<file path="config.mk">
export PLATFORM = sky130hd
export DESIGN_NAME = ram_march_bist_flat
export DESIGN_NICKNAME = d
export VERILOG_FILES = /design/src/rtl/ram_bist_pkg.sv /design/src/rtl/ram_march_bist_if.sv /design/src/rtl/ram_bist_march_seq.sv /design/src/rtl/ram_march_bist.sv /design/src/flat_wrapper.sv
export SDC_FILE = /design/constraint.sdc
export NUM_CORES = 1
export LEC_CHECK = 0
export BUFFER_PORTS_ARGS = -buffer_cell sky130_fd_sc_hd__buf_2
export CORE_MARGIN = 2
export CORE_UTILIZATION = 45
export CTS_CLUSTER_SIZE = 28
export DETAILED_ROUTE_END_ITERATION = 10
export GPL_TIMING_DRIVEN = 0
export PLACE_DENSITY = 0.73
export SLEW_MARGIN = 30
export SYNTH_ARGS = -nofsm -noshare
export SYNTH_HDL_FRONTEND = slang
export SYNTH_SLANG_ARGS = --single-unit
</file>
<file path="constraint.sdc">
create_clock -name clk -period 5.2 [get_ports clk]
set_clock_uncertainty 0.15 [all_clocks]
set_input_delay 0.26 -clock clk [delete_from_list [all_inputs] [get_ports clk]]
set_output_delay 0.26 -clock clk [all_outputs]
set_load 0.03 [all_outputs]
</file>
<file path="src/rtl/ram_bist_pkg.sv">
// Shared types for the RAM March C- BIST: FSM states, march elements and the
// per-element operation table.
package ram_bist_pkg;

    typedef enum logic [1:0] {
        ST_IDLE,
        ST_RUN,
        ST_DRAIN,
        ST_DONE
    } bist_state_e;

    typedef enum logic [2:0] {
        EL_M0,
        EL_M1,
        EL_M2,
        EL_M3,
        EL_M4,
        EL_M5
    } march_elem_e;

    typedef struct packed {
        logic down;     // address order descends
        logic rd;       // element reads before any write
        logic wr;       // element writes
        logic exp_inv;  // expected read word is the complemented background
        logic wr_inv;   // written word is the complemented background
    } elem_cfg_t;

    // Indexed by march_elem_e; the two unused encodings are inert.
    localparam elem_cfg_t ELEM_CFG [8] = '{
        '{1'b0, 1'b0, 1'b1, 1'b0, 1'b0},
        '{1'b0, 1'b1, 1'b1, 1'b0, 1'b1},
        '{1'b0, 1'b1, 1'b1, 1'b1, 1'b0},
        '{1'b1, 1'b1, 1'b1, 1'b0, 1'b1},
        '{1'b1, 1'b1, 1'b1, 1'b1, 1'b0},
        '{1'b1, 1'b1, 1'b0, 1'b0, 1'b0},
        '{1'b0, 1'b0, 1'b0, 1'b0, 1'b0},
        '{1'b0, 1'b0, 1'b0, 1'b0, 1'b0}
    };

    function automatic march_elem_e next_elem(input march_elem_e e);
        case (e)
            EL_M0:   return EL_M1;
            EL_M1:   return EL_M2;
            EL_M2:   return EL_M3;
            EL_M3:   return EL_M4;
            EL_M4:   return EL_M5;
            default: return EL_M0;
        endcase
    endfunction

endpackage

</file>
<file path="src/rtl/ram_march_bist_if.sv">
// Requester-side port of the single-port synchronous RAM, as driven by the BIST.
interface ram_march_bist_if #(
    parameter int Data_width = 32,
    parameter int Addr_width = 7
);
    logic                  ram_we;
    logic [Addr_width-1:0] ram_address;
    logic [Data_width-1:0] ram_d;
    logic [Data_width-1:0] ram_q;

    modport master (output ram_we, output ram_address, output ram_d, input ram_q);
    modport slave  (input ram_we, input ram_address, input ram_d, output ram_q);
endinterface

</file>
<file path="src/rtl/ram_bist_march_seq.sv">
// March C- element/address sequencer: drives the RAM port and registers the
// read-compare request (valid, expected word, address) for the cycle after.
module ram_bist_march_seq
    import ram_bist_pkg::*;
#(
    parameter int                    Data_width = 32,
    parameter int                    Addr_width = 7,
    parameter logic [Data_width-1:0] DATA_BG    = '0
) (
    input  logic                  clk,
    input  logic                  rst,
    input  logic                  go_i,
    input  logic                  run_i,
    output logic                  last_o,
    output logic                  cmp_valid_o,
    output logic [Data_width-1:0] cmp_exp_o,
    output logic [Addr_width-1:0] cmp_addr_o,
    ram_march_bist_if.master      ram
);

    localparam logic [Addr_width-1:0] ADDR_MAX = '1;

    march_elem_e           elem_q, elem_d;
    logic [Addr_width-1:0] addr_q, addr_d;
    logic                  cmp_valid_q, cmp_valid_d;
    logic [Data_width-1:0] cmp_exp_q, cmp_exp_d;
    logic [Addr_width-1:0] cmp_addr_q, cmp_addr_d;
    elem_cfg_t             cfg;
    march_elem_e           elem_nxt;
    logic                  elem_end;

    always_comb begin
        cfg         = ELEM_CFG[elem_q];
        elem_nxt    = next_elem(elem_q);
        elem_end    = cfg.down ? (addr_q == '0) : (addr_q == ADDR_MAX);
        elem_d      = elem_q;
        addr_d      = addr_q;
        cmp_valid_d = run_i && cfg.rd;
        cmp_exp_d   = cfg.exp_inv ? ~DATA_BG : DATA_BG;
        cmp_addr_d  = addr_q;
        if (go_i) begin
            elem_d      = EL_M0;
            addr_d      = '0;
            cmp_valid_d = 1'b0;
        end else if (run_i) begin
            // Roll straight into the next element so there is no idle cycle.
            if (elem_end) begin
                elem_d = elem_nxt;
                addr_d = ELEM_CFG[elem_nxt].down ? ADDR_MAX : '0;
            end else begin
                addr_d = cfg.down ? addr_q - 1'b1 : addr_q + 1'b1;
            end
        end
    end

    always_ff @(posedge clk) begin
        if (rst) begin
            elem_q      <= EL_M0;
            addr_q      <= '0;
            cmp_valid_q <= 1'b0;
            cmp_exp_q   <= '0;
            cmp_addr_q  <= '0;
        end else begin
            elem_q      <= elem_d;
            addr_q      <= addr_d;
            cmp_valid_q <= cmp_valid_d;
            cmp_exp_q   <= cmp_exp_d;
            cmp_addr_q  <= cmp_addr_d;
        end
    end

    assign last_o          = (elem_q == EL_M5) && elem_end;
    assign cmp_valid_o     = cmp_valid_q;
    assign cmp_exp_o       = cmp_exp_q;
    assign cmp_addr_o      = cmp_addr_q;
    assign ram.ram_we      = run_i && cfg.wr;
    assign ram.ram_address = addr_q;
    assign ram.ram_d       = run_i ? (cfg.wr_inv ? ~DATA_BG : DATA_BG) : '0;

endmodule

</file>
<file path="src/rtl/ram_march_bist.sv">
// March C- BIST initiator for a single-port synchronous RAM: FSM, read compare
// and result registers. Define BIST_STOP_ON_FAIL_EN to end the test at the first mismatch.
module ram_march_bist
    import ram_bist_pkg::*;
#(
    parameter int                    Data_width = 32,
    parameter int                    Addr_width = 7,
    parameter logic [Data_width-1:0] DATA_BG    = '0,
    parameter int                    CNT_width  = 16
) (
    input  logic                  clk,
    input  logic                  rst,
    input  logic                  start,
    output logic                  busy,
    output logic                  done,
    output logic                  pass,
    output logic [Addr_width-1:0] fail_addr,
    output logic [Data_width-1:0] fail_data,
    output logic [CNT_width-1:0]  fail_count,
    ram_march_bist_if.master      ram
);

    localparam logic [CNT_width-1:0] CNT_MAX = '1;

    bist_state_e           state_q;
    logic                  busy_q, done_q, pass_q;
    logic [Addr_width-1:0] fail_addr_q;
    logic [Data_width-1:0] fail_data_q;
    logic [CNT_width-1:0]  fail_count_q;

    logic                  accept, run, last;
    logic                  cmp_valid, mismatch;
    logic [Data_width-1:0] cmp_exp;
    logic [Addr_width-1:0] cmp_addr;

    assign accept   = start && (state_q == ST_IDLE || state_q == ST_DONE);
    assign run      = (state_q == ST_RUN);
    // A compare still in flight after leaving RUN/DRAIN belongs to an aborted run.
    assign mismatch = cmp_valid && (state_q == ST_RUN || state_q == ST_DRAIN)
                      && (ram.ram_q != cmp_exp);

    ram_bist_march_seq #(
        .Data_width (Data_width),
        .Addr_width (Addr_width),
        .DATA_BG    (DATA_BG)
    ) u_seq (
        .clk         (clk),
        .rst         (rst),
        .go_i        (accept),
        .run_i       (run),
        .last_o      (last),
        .cmp_valid_o (cmp_valid),
        .cmp_exp_o   (cmp_exp),
        .cmp_addr_o  (cmp_addr),
        .ram         (ram)
    );

    always_ff @(posedge clk) begin
        if (rst) begin
            state_q      <= ST_IDLE;
            busy_q       <= 1'b0;
            done_q       <= 1'b0;
            pass_q       <= 1'b0;
            fail_addr_q  <= '0;
            fail_data_q  <= '0;
            fail_count_q <= '0;
        end else begin
            if (mismatch) begin
                if (fail_count_q != CNT_MAX) fail_count_q <= fail_count_q + 1'b1;
                if (fail_count_q == '0) begin
                    fail_addr_q <= cmp_addr;
                    fail_data_q <= ram.ram_q;
                end
            end
            case (state_q)
                ST_IDLE, ST_DONE: begin
                    if (start) begin
                        state_q      <= ST_RUN;
                        busy_q       <= 1'b1;
                        done_q       <= 1'b0;
                        pass_q       <= 1'b0;
                        fail_addr_q  <= '0;
                        fail_data_q  <= '0;
                        fail_count_q <= '0;
                    end
                end
                ST_RUN: begin
`ifdef BIST_STOP_ON_FAIL_EN
                    if (mismatch) begin
                        state_q <= ST_DONE;
                        busy_q  <= 1'b0;
                        done_q  <= 1'b1;
                        pass_q  <= 1'b0;
                    end else if (last) begin
                        state_q <= ST_DRAIN;
                    end
`else
                    if (last) state_q <= ST_DRAIN;
`endif
                end
                ST_DRAIN: begin
                    state_q <= ST_DONE;
                    busy_q  <= 1'b0;
                    done_q  <= 1'b1;
                    pass_q  <= (fail_count_q == '0) && !mismatch;
                end
                default: state_q <= ST_IDLE;
            endcase
        end
    end

    assign busy       = busy_q;
    assign done       = done_q;
    assign pass       = pass_q;
    assign fail_addr  = fail_addr_q;
    assign fail_data  = fail_data_q;
    assign fail_count = fail_count_q;

endmodule

</file>
<file path="src/flat_wrapper.sv">
// flat-port wrapper written by rule: the top's interface ports become plain ports
module ram_march_bist_flat import ram_bist_pkg::*;
#(
    parameter int                    Data_width = 32,
    parameter int                    Addr_width = 7,
    parameter logic [Data_width-1:0] DATA_BG    = '0,
    parameter int                    CNT_width  = 16
)
  (clk, rst, start, busy, done, pass, fail_addr, fail_data, fail_count, ram_ram_we, ram_ram_address, ram_ram_d, ram_ram_q);
  ram_march_bist_if #(.Data_width(Data_width), .Addr_width(Addr_width)) ram_i ();
  input  logic clk;
  input  logic rst;
  input  logic start;
  output logic busy;
  output logic done;
  output logic pass;
  output logic [Addr_width-1:0] fail_addr;
  output logic [Data_width-1:0] fail_data;
  output logic [CNT_width-1:0] fail_count;
  output wire logic [$bits(ram_i.ram_we)-1:0] ram_ram_we;
  output wire logic [$bits(ram_i.ram_address)-1:0] ram_ram_address;
  output wire logic [$bits(ram_i.ram_d)-1:0] ram_ram_d;
  input wire logic [$bits(ram_i.ram_q)-1:0] ram_ram_q;
  assign ram_ram_we = ram_i.ram_we;
  assign ram_ram_address = ram_i.ram_address;
  assign ram_ram_d = ram_i.ram_d;
  assign ram_i.ram_q = ram_ram_q;
  ram_march_bist #(.Data_width(Data_width), .Addr_width(Addr_width), .DATA_BG(DATA_BG), .CNT_width(CNT_width)) u_core (.clk(clk), .rst(rst), .start(start), .busy(busy), .done(done), .pass(pass), .fail_addr(fail_addr), .fail_data(fail_data), .fail_count(fail_count), .ram(ram_i));
endmodule
</file>
==> metrics.md, run 1 <==
| Metric | Value |
|---|---|
| Half-perimeter wire length after placement | `slightly above 7000 um` |
| Req. time, crit path | `roughly 4.8 ns` |
| Clock slew at reported path FFs | `approximately 0.09 ns` |
| Buffers on Ports | `roughly 130` |
| Peak VDD IR | `202 uV` |
| Final min period | `~2.8 ns` |
| Vias in the first global route | `between 3000 and 4000` |
| Status | `completed` |
| Routed Antenna Nets | `0` |
| Iteration-0 DRC Markers | `161` |
| CTS Buffer Depth | `2` |
| Final RePlAce weighted congestion | `0.863` |
| TritonCTS clock tree | `built` |
| Switching Fraction | `33.9%` |
| Synth warn | `0` |
| Final Hold Vio Count | `0` |
| Num CTS Buffers | `9` |
| Type of the tightest min-delay check | `in -> reg` |
| Comb pwr share | `22.9%` |
| Tcrit/Tclk final | `between 50 and 60%` |
| 1st-pass router iterations | `4` |
| Leakage | `about 2.5 nW` |
| Design area | `roughly 5000 um2` |
| Number of H-tree levels | `3` |
| Post-synth ARST share | `0%` |
| Largest net degree at the start of global routing | `33` |
| Initial core utilization | `a little under half` |
| First-pass GRT wire length | `15900 um` |
| Crit-path max FO | `32` |
| Slew margin rel. | `around 61%` |
| Syn Inst Count | `451` |
| Crit path kind | `reg -> out` |
| DR vias/cell | `~5.2` |
| Sequential share of the synthesized area | `roughly two fifths` |
| DRC violations left | `0` |
| Synth cell types | `44` |
| Synth Area per Inst | `slightly below 9 um2` |
| Clk pwr share | `a little under a third` |
| Vias | `approximately 3700` |
| Post-synth EDFFs | `0` |
| Ant diodes | `0` |
| Post-DP Area | `between 4000 and 5000 um2` |
| WL per Instance | `around 14 um` |
| Die area | `between 9000 and 10000 um2` |
| Total gr overflow | `0` |
| Most common cell after layout, fill and taps aside | `buf_2` |
| Fmax | `between 300 and 400 MHz` |
| Initial antenna violation count | `0` |
| CTS Sinks | `79` |
| Worst Setup End Kind | `output pin` |
| Endpoints failing setup | `0` |
| Startpoint Class | `flop` |
| Sequential Power Share | `between 40 and 50%` |
| Total core area | `about 8600 um2` |
| DRT Wirelength | `slightly below 10000 um` |
| Most used flip-flop cell after synthesis | `dfxtp_1` |
| # IOs | `roughly 130` |
| Root Buffer | `clkbuf_8` |
| RSZ-0062 raised after global routing | `false` |
| Fin nets | `641` |
| Number of max-cap violations | `0` |
| Chip Width | `approximately 97 um` |
| Clk Latency, worst-skew pair | `about 0.35 ns` |
| Most frequent cells in the layout | `135 x buf_2, 79 x dfxtp_1, 59 x nor2_1, 42 x mux2i_1, 34 x buf_4` |
| Row cnt | `34` |
| CP arrival | `between 2 and 2.5 ns` |
| Chip height | `between 90 and 100 um` |
| Int Power | `a little under 1 mW` |
| PD cells | `around 300 nW/um2` |
| Synth Net Count | `between 400 and 500` |
| GRT Total Usage | `between 10% and 20%` |
| Post-Syn Area | `roughly 4000 um2` |
| Worst-Margin Slew | `roughly 0.59 ns` |
| P_sw | `509 uW` |
| Max-slew violations | `0` |
| Synth Register Bits | `79` |
| Layout cells sized above 1 | `~33%` |
| TNS Setup | `0 ns` |
| Area grow syn2layout | `26.0%` |
## power groups by stage
stage / combinational, mW / clock [mW] / sequential, mW
after floorplan: 0.202 / 0 / 0.723
after global placement: 0.329 / 0 / 0.692
after detailed placement: 0.339 / 0 / 0.694
after CTS: 0.342 / 0.486 / 0.680
after global routing: 0.379 / 0.515 / 0.685
final: 0.344 / 0.474 / 0.681
## metal layers
layer  vias up  share of wire (%)  global-route usage [%]
met5         -                  0                       0
met4         0               0.97                    5.88
met3        13                5.9                    4.17
met2       113                 47                    33.0
met1      1711                 46                    26.4
li1       1857                  -                       -
## Yosys cell counts (2+ instances only)
cell / number / area [um2]
or2_2: 2 / 12.5
or3_1: 15 / 93.8
o21bai_1: 2 / 15.0
nand3_1: 15 / 75.1
nand2b_1: 4 / 25.0
dfxtp_1: 79 / 1580
and4_1: 3 / 26.3
mux2i_1: 42 / 420
nor4_1: 8 / 50.1
a31oi_1: 3 / 18.8
xnor2_1: 3 / 26.3
ha_1: 10 / 125
o21ai_0: 24 / 120
buf_2: 3 / 15.0
inv_1: 9 / 33.8
nand2_1: 17 / 63.8
nand4_1: 14 / 87.6
buf_6: 2 / 22.5
clkbuf_1: 14 / 52.6
and3_1: 5 / 31.3
nor2_1: 59 / 221
xor2_1: 2 / 17.5
nor2b_1: 10 / 62.6
o21a_1: 3 / 22.5
nor3b_1: 2 / 15.0
o221a_2: 2 / 22.5
nor3_1: 13 / 65.1
a21o_1: 2 / 15.0
and2_1: 3 / 18.8
a21oi_1: 27 / 135
o22ai_1: 2 / 12.5
or4_1: 7 / 52.6
buf_4: 34 / 255
## cells by family (layout without fill, tap and decap cells)
group	count (synthesis)	after routing	share of synthesized area (%)
and+or+nand+nor	181	181	23.8
DFF	79	79	40.4
AOI/OAI and AO/OA	71	71	10.5
buffers and inverters	62	211	9.68
muxes	42	42	10.7
adders and majority gates	11	11	3.71
xor gates and xnor gates	5	5	1.12
## state kept, by name, summed over array words and instances (netlist names)
name	count
u_core.busy	1
u_core.done	1
u_core.fail_addr	7
u_core.fail_count	16
u_core.fail_data	32
u_core.pass	1
u_core.state_q	2
u_core.u_seq.cmp_addr_o	7
u_core.u_seq.cmp_exp_o	1
u_core.u_seq.cmp_valid_o	1
u_core.u_seq.elem_q	3
u_core.u_seq.ram.ram_address	7
## repair_timing
action | 4_1_cts | 5_1_grt
hold buffers | 1 | 0
hold endpoints to repair | 1 | 0
gates resized for setup | 0 | 0
setup buffers | 0 | 0
## per-stage QoR
stage	hold WS, ns	std cells	power, mW	util [%]	setup WS [ns]
after floorplan	0.182	451	0.925	-	2.85
after global placement	0.297	691	1.02	54.8	2.58
after detailed placement	0.303	691	1.03	54.8	2.46
after CTS	0.00391	708	1.51	57.4	2.08
after global routing	0.0123	708	1.58	57.4	2.25
final	0.0141	708	1.50	57.4	2.44
## area by class of cell
type	instances	area, um2
fill	783	3660
multi-input combinational	310	1960
sequential	79	1580
timing repair buffer	133	671
buffer	53	345
tap	108	135
clock buffer	9	124
clock inverter	7	85.1
inverter	9	33.8
## worst paths after layout
path / startpoint / endpoint / slack [ns] / depth (start not counted)
setup / recovery: u_core.state_q[1] / ram_ram_d[3] / 2.44 / 6
hold reg to reg: u_core.u_seq.cmp_addr_o[0] / u_core.fail_addr[0] / 0.31 / 2
hold / removal: ram_ram_q[24] / u_core.fail_data[24] / 0.01 / 3
setup reg to reg: u_core.u_seq.elem_q[0] / u_core.u_seq.ram.ram_address[6] / 2.52 / 10
## critical path, cell delays in order, from the launching register on
cell	delay, ns
dfxtp_1	0.33
inv_1	0.08
ha_1	0.23
clkbuf_1	0.38
and2_2	0.59
buf_4	0.20
buf_2	0.19
No activity file was read; power rests on OpenSTA's default activity.
==> run 2, diff against run 1 <==
==> constraint.sdc (replaced) <==
create_clock -name clk -period 2.85 [get_ports clk]
set_clock_uncertainty 0.15 [all_clocks]
set_input_delay 0.1425 -clock clk [delete_from_list [all_inputs] [get_ports clk]]
set_output_delay 0.1425 -clock clk [all_outputs]
set_load 0.03 [all_outputs]
==> run 2 against run 1 <==
Net effect: clock-buffer cell count unchanged; wire length grew 5.9%; worst setup slack got worse by 2.3 ns; final cell count up 4.5%; first-iteration DRC count is 1.9% lower; critical path depth up 4; utilization is 4.0 points higher; sequential cell count is the same; die area did not move; global-route usage rose by 1.1 points; critical path type is now in -> reg; critical endpoint is now u_core.fail_data[20]; largest power group unchanged; highest routed layer unchanged.
==> metrics.md, run 2 (synthesis gave the netlist of run 1 again) <==
| Metric | Value |
|---|---|
| Status | `completed` |
| Overall power | `approximately 2.8 mW` |
| Post-DP Area | `4710 um2` |
| Startpoint Class | `input pin` |
| Die area | `approximately 9500 um2` |
| RR Endpoint | `u_core.u_seq.ram.ram_address[6]` |
| Half-perimeter wire length after placement | `around 7200 um` |
| Chip Width | `97.3 um` |
| Post-CTS setup buffer count | `0` |
| Tcrit/Tclk final | `around 94%` |
| Most common cell after layout, fill and taps aside | `buf_2` |
| Final min period | `roughly 2.7 ns` |
| Design area | `between 5000 and 6000 um2` |
| Initial antenna violation count | `0` |
| Slew margin rel. | `around three fifths` |
| Vias | `slightly below 4000` |
| Clock slew at reported path FFs | `0.09 ns` |
| Setup slack, reg-to-reg | `slightly below 0.3 ns` |
| Row cnt | `34` |
| Req. time, crit path | `a little under 3 ns` |
| CTS Buffer Depth | `2` |
| Crit-path max FO | `10` |
| TritonCTS clock tree | `built` |
| Crit path kind | `in -> reg` |
| Final Hold Vio Count | `0` |
| Switching Fraction | `between 30% and 40%` |
| PD cells | `between 500 and 600 nW/um2` |
| RSZ-0062 raised after global routing | `false` |
| Total core area | `approximately 8600 um2` |
| Largest net degree at the start of global routing | `33` |
| Chip height | `just under 100 um` |
| DR vias/cell | `between 5 and 6` |
| Max-slew violations | `0` |
| Int Power | `~1.8 mW` |
| Leakage | `between 2 and 3 nW` |
| DRC violations left | `0` |
| Total gr overflow | `0` |
| 1st-pass router iterations | `5` |
| DP Worst Slack | `around 0.2 ns` |
| Clk pwr share | `a little under a third` |
| Slowest stage delay, CP | `0.54 ns` |
| Root Buffer | `clkbuf_8` |
| Sequential Power Share | `between 40% and 50%` |
| CP arrival | `roughly 2.8 ns` |
| Core Util, Final | `61.4%` |
| Layout cells sized above 1 | `a little under a third` |
| Worst r2r src | `u_core.u_seq.elem_q[0]` |
| Slowest cell on the critical path | `dlygate4sd3_1` |
| P_sw | `approximately 930 uW` |
| Layout fillers | `around 730` |
| Num CTS Buffers | `9` |
| WL per Instance | `approximately 14 um` |
| Worst-Margin Slew | `about 0.58 ns` |
| Peak VDD IR | `between 300 and 400 uV` |
| Ant diodes | `0` |
| Iteration-0 DRC Markers | `around 160` |
| First-pass GRT wire length | `between 15000 and 20000 um` |
| GRT Total Usage | `roughly a fifth` |
| # IOs | `133` |
| DRT Wirelength | `just over 10000 um` |
| Endpoints failing setup | `0` |
| CTS Sinks | `79` |
| Type of the tightest min-delay check | `in -> reg` |
| Worst Setup End Kind | `flop` |
| Fmax | `around 370 MHz` |
| TNS Setup | `0 ns` |
| Fin nets | `673` |
| CP startpoint | `ram_ram_q[26]` |
| Clk Latency, worst-skew pair | `approximately 0.34 ns` |
| Register-to-Register Path Depth | `10` |
| Number of max-cap violations | `0` |
| PnR worst setup slack | `0.158 ns` |
| Final RePlAce weighted congestion | `between 0.8 and 0.9` |
| Comb pwr share | `23.9%` |
| Number of H-tree levels | `3` |
| Max FFs per register | `32` |
| Vias in the first global route | `around 3500` |
| Routed Antenna Nets | `0` |
| Buffers on Ports | `roughly 130` |
| Crit path capture | `u_core.fail_data[20]` |
| Area grow syn2layout | `34.8%` |
| CP dominant cell by count | `buf_6` |
| Most frequent cells in the layout | `135 x buf_2, 79 x dfxtp_1, 59 x nor2_1, 42 x mux2i_1, 34 x buf_4` |
| Cells along the critical path | `dlygate4sd3_1, buf_2, or4_1, nor4_1, o22ai_1, o211ai_2, buf_6, buf_6, mux2i_1, nor2_1` |
| Initial core utilization | `between 40 and 50%` |
run 2: power by group through the flow:
stage	Sequential, mW	Combinational [mW]	Clock [mW]
finish	1.24	0.663	0.865
global route	1.25	0.731	0.940
CTS	1.24	0.657	0.888
detailed placement	1.27	0.618	0
global placement	1.26	0.600	0
floorplan	1.32	0.368	0
run 2: cell type report:
cell class	instances	area, um2	share of cell area [%]
Clock inverter	7	85.1	1.61
Multi-Input combinational cell	310	1980	37.5
Sequential cell	79	1580	30.0
Clock buffer	9	124	2.35
Timing Repair Buffer	165	991	18.8
Buffer	53	347	6.57
Tap cell	108	135	2.56
Inverter	9	33.8	0.640
run 2: worst min path at each step:
stage	startpoint	to	slack, ns	cells past startpoint
floorplan	rst	u_core.u_seq.cmp_addr_o[1]	0.06	1
global placement	ram_ram_q[18]	u_core.fail_data[18]	0.25	3
detailed placement	rst	u_core.u_seq.cmp_addr_o[2]	0.26	2
CTS	start	u_core.fail_count[0]	0.05	4
global route	start	u_core.fail_count[0]	0.10	4
finish	start	u_core.fail_count[0]	0.07	4
run 2: metrics by stage:
step | std cells | hold slack [ns]
floorplan | 451 | 0.0641
global placement | 691 | 0.249
detailed placement | 691 | 0.258
CTS | 740 | 0.0452
global route | 740 | 0.103
finish | 740 | 0.0735
run 2: worst max-delay path: cells and delay by family:
family / cells / cell delay (ns)
AOI/OAI and AO/OA: 2 / 0.49
buffers and inverters: 4 / 1.08
muxes: 1 / 0.21
and+or+nand+nor: 3 / 0.84
run 2: per-layer routing:
| metal | vias up | wire length [um] | part of all wire, % | global-route usage, % |
|---|---|---|---|---|
| li1 | 1925 | - | - | - |
| met1 | 1775 | 4530 | 44 | 27.3 |
| met2 | 131 | 4910 | 48 | 36.2 |
| met3 | 13 | 665 | 6.5 | 4.10 |
| met4 | 0 | 90 | 0.88 | 5.02 |
| met5 | - | 0 | 0 | 0 |
run 2: repair_timing:
action | CTS | global route
endpoints found under the setup margin | 32 | 21
hold endpoints to repair | 35 | 0
pin swaps | 0 | 1
resized for setup | 1 | 7
hold buffers | 33 | 0
